File: config.mk
export PLATFORM = sky130hd
export DESIGN_NAME = quick_spi_sequencer
export DESIGN_NICKNAME = d
export VERILOG_FILES = /design/src/rtl/quick_spi_sequencer.sv
export SDC_FILE = /design/constraint.sdc
export NUM_CORES = 1
export LEC_CHECK = 0
export BUFFER_PORTS_ARGS = -buffer_cell sky130_fd_sc_hd__buf_2
export CAP_MARGIN = 20
export CORE_MARGIN = 2
export CORE_UTILIZATION = 29
export CTS_CLUSTER_DIAMETER = 120
export CTS_CLUSTER_SIZE = 20
export DETAILED_ROUTE_END_ITERATION = 10
export PLACE_DENSITY = 0.49
export REMOVE_ABC_BUFFERS = 1
export SLEW_MARGIN = 5
export SYNTH_ARGS = -nofsm -noshare
export SYNTH_HDL_FRONTEND = slang
export SYNTH_SLANG_ARGS = --single-unit
File: constraint.sdc
create_clock -name clk -period 8.21 [get_ports clk]
set_clock_uncertainty 0.1 [all_clocks]
set_input_delay 2.0525 -clock clk [delete_from_list [all_inputs] [get_ports clk]]
set_output_delay 2.0525 -clock clk [all_outputs]
set_load 0.01 [all_outputs]
File: src/rtl/quick_spi_sequencer.sv
// Command queue and sequencer in front of quick_spi: buffers commands, issues them one at a time and
// returns read data through a response FIFO. Optional watchdog enabled by QUICK_SPI_SEQ_TIMEOUT_EN.
`timescale 1ns/1ps
module quick_spi_sequencer #(
    parameter int NUMBER_OF_SLAVES      = 2,
    parameter int OUTGOING_DATA_WIDTH   = 16,
    parameter int INCOMING_DATA_WIDTH   = 8,
    parameter int CMD_FIFO_DEPTH        = 4,
    parameter int RSP_FIFO_DEPTH        = 4,
    parameter int INTER_TRANSACTION_GAP = 2
`ifdef QUICK_SPI_SEQ_TIMEOUT_EN
    ,
    parameter int TIMEOUT_CYCLES        = 1024
`endif
) (
    input  logic                           clk,
    input  logic                           reset_n,
    input  logic                           cmd_valid,
    output logic                           cmd_ready,
    input  logic [NUMBER_OF_SLAVES-1:0]    cmd_slave,
    input  logic                           cmd_operation,
    input  logic [OUTGOING_DATA_WIDTH-1:0] cmd_data,
    output logic                           rsp_valid,
    input  logic                           rsp_ready,
    output logic [INCOMING_DATA_WIDTH-1:0] rsp_data,
    output logic                           busy,
    output logic                           spi_enable,
    output logic                           spi_start_transaction,
    output logic [NUMBER_OF_SLAVES-1:0]    spi_slave,
    output logic                           spi_operation,
    output logic [OUTGOING_DATA_WIDTH-1:0] spi_outgoing_data,
    input  logic                           spi_end_of_transaction,
    input  logic [INCOMING_DATA_WIDTH-1:0] spi_incoming_data
`ifdef QUICK_SPI_SEQ_TIMEOUT_EN
    ,
    output logic                           timeout_error,
    input  logic                           error_clear
`endif
);

    localparam int CMD_W = NUMBER_OF_SLAVES + 1 + OUTGOING_DATA_WIDTH;
    localparam int CAW   = $clog2(CMD_FIFO_DEPTH);
    localparam int CCW   = CAW + 1;
    localparam int RAW   = $clog2(RSP_FIFO_DEPTH);
    localparam int RCW   = RAW + 1;
    localparam int GW    = $clog2(INTER_TRANSACTION_GAP + 1);
`ifdef QUICK_SPI_SEQ_TIMEOUT_EN
    localparam int TW    = $clog2(TIMEOUT_CYCLES + 1);
`endif

    typedef enum logic [1:0] {
        ST_IDLE  = 2'd0,
        ST_ISSUE = 2'd1,
        ST_BUSY  = 2'd2,
        ST_GAP   = 2'd3
    } state_t;

    state_t state_q, state_d;

    logic [CMD_W-1:0]               cmd_mem_q [CMD_FIFO_DEPTH];
    logic [CAW-1:0]                 cmd_wr_q, cmd_wr_d, cmd_rd_q, cmd_rd_d;
    logic [CCW-1:0]                 cmd_cnt_q, cmd_cnt_d;
    logic                           cmd_ready_q, cmd_ready_d;
    logic                           cmd_push_s, cmd_pop_s;
    logic [CMD_W-1:0]               cmd_head_s;

    logic [INCOMING_DATA_WIDTH-1:0] rsp_mem_q [RSP_FIFO_DEPTH];
    logic [RAW-1:0]                 rsp_wr_q, rsp_wr_d, rsp_rd_q, rsp_rd_d;
    logic [RCW-1:0]                 rsp_cnt_q, rsp_cnt_d;
    logic                           rsp_valid_q, rsp_valid_d;
    logic [INCOMING_DATA_WIDTH-1:0] rsp_data_q, rsp_data_d;
    logic                           rsp_push_s, rsp_pop_s, rsp_full_s;
    logic [INCOMING_DATA_WIDTH-1:0] rsp_push_data_s;

    logic [NUMBER_OF_SLAVES-1:0]    hold_slave_q, hold_slave_d;
    logic                           hold_op_q, hold_op_d;
    logic [OUTGOING_DATA_WIDTH-1:0] hold_data_q, hold_data_d;
    logic                           start_q, start_d;
    logic                           enable_q;
    logic                           busy_q, busy_d;
    logic [GW-1:0]                  gap_cnt_q, gap_cnt_d;
`ifdef QUICK_SPI_SEQ_TIMEOUT_EN
    logic [TW-1:0]                  tmo_cnt_q, tmo_cnt_d;
    logic                           tmo_err_q, tmo_err_d;
    logic                           tmo_fire_s;

    assign timeout_error = tmo_err_q;
`endif

    assign cmd_ready             = cmd_ready_q;
    assign rsp_valid             = rsp_valid_q;
    assign rsp_data              = rsp_data_q;
    assign busy                  = busy_q;
    assign spi_enable            = enable_q;
    assign spi_start_transaction = start_q;
    assign spi_slave             = hold_slave_q;
    assign spi_operation         = hold_op_q;
    assign spi_outgoing_data     = hold_data_q;

    assign cmd_head_s = cmd_mem_q[cmd_rd_q];
    assign rsp_full_s = (rsp_cnt_q == RCW'(RSP_FIFO_DEPTH));

    // Command FIFO pointers, occupancy and registered ready
    always_comb begin
        cmd_push_s = cmd_valid && cmd_ready_q;
        if (cmd_push_s) begin
            cmd_wr_d = cmd_wr_q + CAW'(1'b1);
        end else begin
            cmd_wr_d = cmd_wr_q;
        end
        if (cmd_pop_s) begin
            cmd_rd_d = cmd_rd_q + CAW'(1'b1);
        end else begin
            cmd_rd_d = cmd_rd_q;
        end
        case ({cmd_push_s, cmd_pop_s})
            2'b10:   cmd_cnt_d = cmd_cnt_q + CCW'(1'b1);
            2'b01:   cmd_cnt_d = cmd_cnt_q - CCW'(1'b1);
            default: cmd_cnt_d = cmd_cnt_q;
        endcase
        cmd_ready_d = (cmd_cnt_d != CCW'(CMD_FIFO_DEPTH));
    end

    // Response FIFO pointers, occupancy and next registered head
    always_comb begin
        rsp_pop_s = rsp_valid_q && rsp_ready;
        if (rsp_push_s) begin
            rsp_wr_d = rsp_wr_q + RAW'(1'b1);
        end else begin
            rsp_wr_d = rsp_wr_q;
        end
        if (rsp_pop_s) begin
            rsp_rd_d = rsp_rd_q + RAW'(1'b1);
        end else begin
            rsp_rd_d = rsp_rd_q;
        end
        case ({rsp_push_s, rsp_pop_s})
            2'b10:   rsp_cnt_d = rsp_cnt_q + RCW'(1'b1);
            2'b01:   rsp_cnt_d = rsp_cnt_q - RCW'(1'b1);
            default: rsp_cnt_d = rsp_cnt_q;
        endcase
        rsp_valid_d = (rsp_cnt_d != {RCW{1'b0}});
        // An entry written this cycle into an otherwise empty FIFO is not in rsp_mem_q yet
        if (!rsp_valid_d) begin
            rsp_data_d = {INCOMING_DATA_WIDTH{1'b0}};
        end else if (rsp_push_s && (rsp_cnt_q == RCW'(rsp_pop_s))) begin
            rsp_data_d = rsp_push_data_s;
        end else begin
            rsp_data_d = rsp_mem_q[rsp_rd_d];
        end
    end

    // Transaction sequencing: next state, hold registers, start pulse, FIFO pop/push requests
    always_comb begin
        state_d         = state_q;
        cmd_pop_s       = 1'b0;
        rsp_push_s      = 1'b0;
        rsp_push_data_s = spi_incoming_data;
        hold_slave_d    = hold_slave_q;
        hold_op_d       = hold_op_q;
        hold_data_d     = hold_data_q;
        start_d         = 1'b0;
        gap_cnt_d       = gap_cnt_q;
`ifdef QUICK_SPI_SEQ_TIMEOUT_EN
        tmo_cnt_d       = tmo_cnt_q;
        tmo_fire_s      = 1'b0;
`endif
        case (state_q)
            ST_IDLE: begin
                // A read is only issued when its response is guaranteed a slot
                if ((cmd_cnt_q != {CCW{1'b0}}) &&
                    (cmd_head_s[OUTGOING_DATA_WIDTH] || !rsp_full_s)) begin
                    state_d      = ST_ISSUE;
                    cmd_pop_s    = 1'b1;
                    hold_slave_d = cmd_head_s[CMD_W-1 -: NUMBER_OF_SLAVES];
                    hold_op_d    = cmd_head_s[OUTGOING_DATA_WIDTH];
                    hold_data_d  = cmd_head_s[OUTGOING_DATA_WIDTH-1:0];
                    start_d      = 1'b1;
                end else begin
                    state_d = ST_IDLE;
                end
            end
            ST_ISSUE: begin
                state_d   = ST_BUSY;
                gap_cnt_d = {GW{1'b0}};
`ifdef QUICK_SPI_SEQ_TIMEOUT_EN
                tmo_cnt_d = {TW{1'b0}};
`endif
            end
            ST_BUSY: begin
                if (spi_end_of_transaction) begin
                    rsp_push_s = !hold_op_q;
                    state_d    = ST_GAP;
                end else begin
`ifdef QUICK_SPI_SEQ_TIMEOUT_EN
                    if (tmo_cnt_q == TW'(TIMEOUT_CYCLES - 1)) begin
                        tmo_fire_s      = 1'b1;
                        rsp_push_s      = !hold_op_q;
                        rsp_push_data_s = {INCOMING_DATA_WIDTH{1'b0}};
                        state_d         = ST_GAP;
                    end else begin
                        tmo_cnt_d = tmo_cnt_q + TW'(1'b1);
                    end
`else
                    state_d = ST_BUSY;
`endif
                end
            end
            ST_GAP: begin
                if (gap_cnt_q == GW'(INTER_TRANSACTION_GAP - 1)) begin
                    state_d   = ST_IDLE;
                    gap_cnt_d = {GW{1'b0}};
                end else begin
                    gap_cnt_d = gap_cnt_q + GW'(1'b1);
                end
            end
            default: state_d = ST_IDLE;
        endcase
    end

    // Busy reflects the state and queue contents that will hold after this edge
    always_comb begin
        busy_d = (state_d != ST_IDLE) || (cmd_cnt_d != {CCW{1'b0}});
    end

`ifdef QUICK_SPI_SEQ_TIMEOUT_EN
    // Sticky timeout flag; a new timeout wins over a simultaneous clear
    always_comb begin
        if (tmo_fire_s) begin
            tmo_err_d = 1'b1;
        end else if (error_clear) begin
            tmo_err_d = 1'b0;
        end else begin
            tmo_err_d = tmo_err_q;
        end
    end

    // Watchdog registers
    always_ff @(posedge clk or negedge reset_n) begin
        if (!reset_n) begin
            tmo_cnt_q <= {TW{1'b0}};
            tmo_err_q <= 1'b0;
        end else begin
            tmo_cnt_q <= tmo_cnt_d;
            tmo_err_q <= tmo_err_d;
        end
    end
`endif

    // Sequencer state and quick_spi-facing registers
    always_ff @(posedge clk or negedge reset_n) begin
        if (!reset_n) begin
            state_q      <= ST_IDLE;
            hold_slave_q <= {NUMBER_OF_SLAVES{1'b0}};
            hold_op_q    <= 1'b1;
            hold_data_q  <= {OUTGOING_DATA_WIDTH{1'b0}};
            start_q      <= 1'b0;
            enable_q     <= 1'b0;
            busy_q       <= 1'b0;
            gap_cnt_q    <= {GW{1'b0}};
        end else begin
            state_q      <= state_d;
            hold_slave_q <= hold_slave_d;
            hold_op_q    <= hold_op_d;
            hold_data_q  <= hold_data_d;
            start_q      <= start_d;
            enable_q     <= 1'b1;
            busy_q       <= busy_d;
            gap_cnt_q    <= gap_cnt_d;
        end
    end

    // Command FIFO storage and control registers
    always_ff @(posedge clk or negedge reset_n) begin
        if (!reset_n) begin
            for (int i = 0; i < CMD_FIFO_DEPTH; i++) begin
                cmd_mem_q[i] <= {CMD_W{1'b0}};
            end
            cmd_wr_q    <= {CAW{1'b0}};
            cmd_rd_q    <= {CAW{1'b0}};
            cmd_cnt_q   <= {CCW{1'b0}};
            cmd_ready_q <= 1'b1;
        end else begin
            if (cmd_push_s) begin
                cmd_mem_q[cmd_wr_q] <= {cmd_slave, cmd_operation, cmd_data};
            end
            cmd_wr_q    <= cmd_wr_d;
            cmd_rd_q    <= cmd_rd_d;
            cmd_cnt_q   <= cmd_cnt_d;
            cmd_ready_q <= cmd_ready_d;
        end
    end

    // Response FIFO storage and control registers
    always_ff @(posedge clk or negedge reset_n) begin
        if (!reset_n) begin
            for (int i = 0; i < RSP_FIFO_DEPTH; i++) begin
                rsp_mem_q[i] <= {INCOMING_DATA_WIDTH{1'b0}};
            end
            rsp_wr_q    <= {RAW{1'b0}};
            rsp_rd_q    <= {RAW{1'b0}};
            rsp_cnt_q   <= {RCW{1'b0}};
            rsp_valid_q <= 1'b0;
            rsp_data_q  <= {INCOMING_DATA_WIDTH{1'b0}};
        end else begin
            if (rsp_push_s) begin
                rsp_mem_q[rsp_wr_q] <= rsp_push_data_s;
            end
            rsp_wr_q    <= rsp_wr_d;
            rsp_rd_q    <= rsp_rd_d;
            rsp_cnt_q   <= rsp_cnt_d;
            rsp_valid_q <= rsp_valid_d;
            rsp_data_q  <= rsp_data_d;
        end
    end

endmodule

* After elaboration in Yosys (flattened, before gate mapping)
Index checks and enable logic that the tools add are counted.
Storage, ports and cells: register bits 158, word-level logic and storage cells 99, input bits 32, output and inout port bits 32
Cells by class: equal/unequal tests 11, reductions and logical operators 17, multiplexer cells 27, add/sub/neg operators 9, bitwise logic cells 4, magnitude comparators 6
Operator list (number):
- 76-bit bitwise mux | 1
- 19-bit two-way mux | 3
- 8-bit two-way mux | 5
- 19-bit binary-select mux with 2-bit select | 1
- 19-bit demux with 2-bit select | 1
- 32-bit bitwise mux | 1
- 8-bit binary-select mux with 2-bit select | 1
- 8-bit demux with 2-bit select | 1
- 3-bit greater-or-equal comparator (second input constant) | 4
- 2-bit inverter with 3-bit output | 4
- 3-bit case mux with 2 select lines | 2
- 2-bit by 1-bit adder with 2-bit output (second input constant) | 5
- 3-bit nonzero test | 3
- 2-bit by 1-bit equality test with 1-bit output (second input constant) | 4
- 2-bit equality test (second input constant) | 4
- 2-bit case mux with 4 select lines | 1
- 3-bit by 1-bit adder with 3-bit output (second input constant) | 2
- 1-bit logical AND | 6
- 3-bit by 1-bit < comparator with 1-bit output (second input constant) | 2
- 1-bit two-way mux | 6
- 2-bit two-way mux | 3
- 3-bit by 1-bit subtractor with 3-bit output (second input constant) | 2
- 2-bit case mux with 2 select lines | 1
- 2-bit nonzero test | 2
- 7 further kinds | 9

* Depth between registers and ports, before layout
depth after elaboration 12, mapped depth 11, gate-level depth less buffers 10

* Worst setup path after synthesis
Ideal clock, no wire load.
kind input to register, start point in rsp_ready, end point reg rsp_data_q[0] (netlist: rsp_data[0]), data arrival time 4.424 ns, path buffers 1, path slack 3.526 ns, stages 10, required time 7.950 ns, setup time 0.160 ns, cells stage by stage nand2_1 inv_2 clkbuf_1 ha_1 inv_1 fa_1 xor2_1 o21a_1 nor3_1 a311oi_1
On the way: longest elaborated chain between the ends 8, elaborated cells between the ends (all ways) 14, classes of those cells eq/ne: 3; mux: 7; bitwise: 1; reduce/logical: 3
RTL lines:
- start: declaration | RTL line 24 | input logic rsp_ready,
- 1-bit logical AND * | RTL line 126 | rsp_pop_s = rsp_valid_q && rsp_ready;
- 2-bit two-way mux | RTL line 132 | if (rsp_pop_s) begin
- 2-bit inverter with 3-bit output (implied by the code) | RTL line 149 | rsp_data_d = rsp_mem_q[rsp_rd_d];
- 8-bit binary-select mux with 2-bit select | RTL line 149
- 8-bit two-way mux (implied by the code) (2 in series) | RTL line 149
- 8-bit two-way mux | RTL line 146 | end else if (rsp_push_s && (rsp_cnt_q == RCW'(rsp_pop_s))) begin
- 8-bit two-way mux * | RTL line 144 | if (!rsp_valid_d) begin
- net rsp_data_d[0] | RTL line 71 | logic [INCOMING_DATA_WIDTH-1:0] rsp_data_q, rsp_data_d;
- end signal: assignment | RTL line 304 | rsp_data_q <= {INCOMING_DATA_WIDTH{1'b0}};
- end signal: assignment | RTL line 313 | rsp_data_q <= rsp_data_d;
- end: declaration | RTL line 71
Mark *: on every way through the listed nets, which the timed path passes. The rest lies on a longest branch. The select of a mux whose other input is x is not followed. A chain may end at the register's enable or synchronous reset.

* Final worst setup path
start point in rsp_ready, end point reg rsp_data_q[6] (netlist: rsp_data[6])
The elaborated chain is that of the path after synthesis.

==> impl_metrics.json <==
{
  "clk_latency_ns": 0.42,
  "status": "finished clean",
  "dieArea_um2": 26000,
  "yosysTopAreaCellShare": 0.545,
  "routabilityCongestion": 0.735,
  "synth_edf_count": 0,
  "track_usage": 0.126,
  "drt_first_iter_violations": 246,
  "dp.cells": 876,
  "port-buffer-count": 63,
  "power_mw": 3.51,
  "crit_path_start_kind": "input pin",
  "rsz0062_at_grt": "false",
  "ys_ff_latch": 158,
  "worst_pin_slew_ns": 1.08,
  "holdCritPathClass": "reg2reg",
  "slew_violations": 0,
  "postSynthAreaPerCell_um2": 14.2,
  "synthArstFlopShare": 1.00,
  "hold_viol": 0,
  "cts_setup_buffers": 0,
  "cts_resized": 0,
  "rows": 57,
  "path_class": "in2reg",
  "worstPathArrival_ns": 5.06,
  "ios": 64,
  "grt_pass1_wl_mm": 25.4,
  "wire_per_inst_um": 16.8,
  "cts_sinks": 158,
  "place_ws_ns": 2.52,
  "synth_ff_type": "dfrtp_1",
  "p_per_area_nw_per_um2": 412,
  "p_leak_nw": 3.79,
  "die_w_um": 161,
  "cts_buffers": 17,
  "grt-ovfl-total": 0,
  "setup_viol": 0,
  "cts.clk_slew.worst_paths_ns": 0.06,
  "ys_seq_area_frac": 0.552,
  "synth_area_leader_cell": "dfrtp_1",
  "post-route-period-util": 0.597,
  "core_region_area_um2": 24300,
  "cts_hold_buf": 0,
  "vias": 4246,
  "synth_warnings": 0,
  "fin_cells": 913,
  "viasPerCell": 4.65,
  "required_ns": 8.37,
  "wirelength_mm": 15.3,
  "peakVddDrop_mv": 0.152,
  "ys_types": 40,
  "postRouteAntennaNets": 0,
  "grt_pass1_vias": 4761,
  "netlist_instances": 503,
  "grt_antenna_before_repair": 3,
  "slew_headroom": 0.278,
  "drive_above_1_share": 0.442,
  "maxCapViolCount": 0,
  "worstPathMaxFanout": 18,
  "drtPass1Iterations": 4,
  "start_util": 0.295,
  "grt_max_degree": 87,
  "yosys-top-cells-area": "dfrtp_1 (54%), mux2_2 (20%), mux4_2 (6.0%)",
  "final.setup.tns_ns": 0,
  "hold_slack_ns": 0.399,
  "htreeDepth": 4,
  "syn2layout_area_growth_pct": 18.8,
  "syn_area_um2": 7170,
  "fmax_mhz": 204,
  "setup_slack_ns": 3.31,
  "synth_most_common_cell": "dfrtp_1",
  "tritoncts": "yes",
  "clk_path_buf_depth": 2,
  "route.detailed.drc": 0,
  "die_h_um": 161,
  "cp-end-kind": "flop",
  "period_minus_slack_ns": 4.90,
  "synth_common_cells": "dfrtp_1 (156), mux2_2 (128), mux2i_1 (32)",
  "post-dp-hpwl_mm": 9.79,
  "cts_root_buffer": "clkbuf_16",
  "nets": 617
}
[power by group]
part | internal, mW | switching, mW | leakage (nW)
logic | 0.740 | 0.516 | 1.62
clock network | 0.465 | 0.335 | 0.282
registers | 1.17 | 0.285 | 1.89
[metrics by stage]
step / utilization / cell area (um2)
after floorplan: - / 7070
after global placement: 0.323 / 7870
after detailed placement: 0.324 / 7870
after CTS: 0.348 / 8470
after global routing: 0.350 / 8510
final: 0.350 / 8510
[sequential cells by signal, summed over array words and instances (netlist names), 2 cells and up]
name and cells:
rsp_rd_q 2, spi_outgoing_data 16, gap_cnt_q 2, cmd_mem_q 76, rsp_mem_q 32, cmd_cnt_q 3, rsp_wr_q 2, cmd_wr_q 2
cmd_rd_q 2, rsp_cnt_q 3, rsp_data 8, spi_slave 2, state_q 2
[cell families after synthesis]
logic type               share of synthesized area
AO/OA/AOI/OAI                               0.0393
other                                     0.000523
adder cells (fa/ha/maj)                     0.0230
flip-flops                                   0.552
XOR/XNOR                                    0.0134
buffers and inverters                       0.0215
AND/OR/NAND/NOR                             0.0445
multiplexers                                 0.306
[path summary, 6_finish.rpt]
path,startpoint,end,slack [ns],depth (start not counted)
setup reg to reg,rsp_valid,rsp_data[6],4.65,10
hold / removal,cmd_mem_q[13],cmd_mem_q[13],0.40,1
min in group asynchronous,reset_n,spi_enable,1.55,1
hold reg to reg,cmd_mem_q[13],cmd_mem_q[13],0.40,1
setup / recovery,rsp_ready,rsp_data[6],3.31,11
max in group asynchronous,reset_n,cmd_mem_q[8],5.29,3
[critical path, cell delays in order]
cell and delay (ns):
buf_2 0.10, nand2_1 0.51, inv_2 0.59, ha_1 0.27, inv_1 0.07, fa_1 0.38, xor2_1 0.17, o21a_1 0.18
nor3_1 0.41, buf_2 0.27, a311oi_1 0.07
[final cells by class]
class | instances | area, um2
inverters | 16 | 60.1
fillers | 2388 | 15800
clock buffers | 19 | 443
multi-input cells | 306 | 3060
well taps | 324 | 405
clock inverters | 13 | 155
flip-flops and latches | 158 | 3960
diodes | 3 | 7.51
repair buffers | 74 | 422
[placed cells by master, fill, tap and decap left out, types with 3 or more instances in the layout]
cell        count
a21oi_1         4
a2bb2oi_1       7
a311oi_1        8
buf_2          63
buf_4           9
clkbuf_16      17
clkinvlp_4      4
dfrtp_1       156
diode_2         3
ha_1           10
inv_1          15
inv_6           3
inv_8           3
mux2_2        128
mux2i_1        32
mux4_2         19
nand2_1        22
nand2b_1        3
nand3_1         4
nor2_1         21
nor3b_1         7
o21ai_0         3
o21bai_1        8
xnor2_1         7
xor2_1          4
[routing by layer]
metal  GRT usage  vias up  routed length, um
li1            -     1956                  -
met1       0.154     2199               6830
met2       0.214       78               7650
met3      0.0390       13                711
met4      0.0369        0                138
met5           0        -                  0
Note: power is estimated with default switching activity, not from simulation.
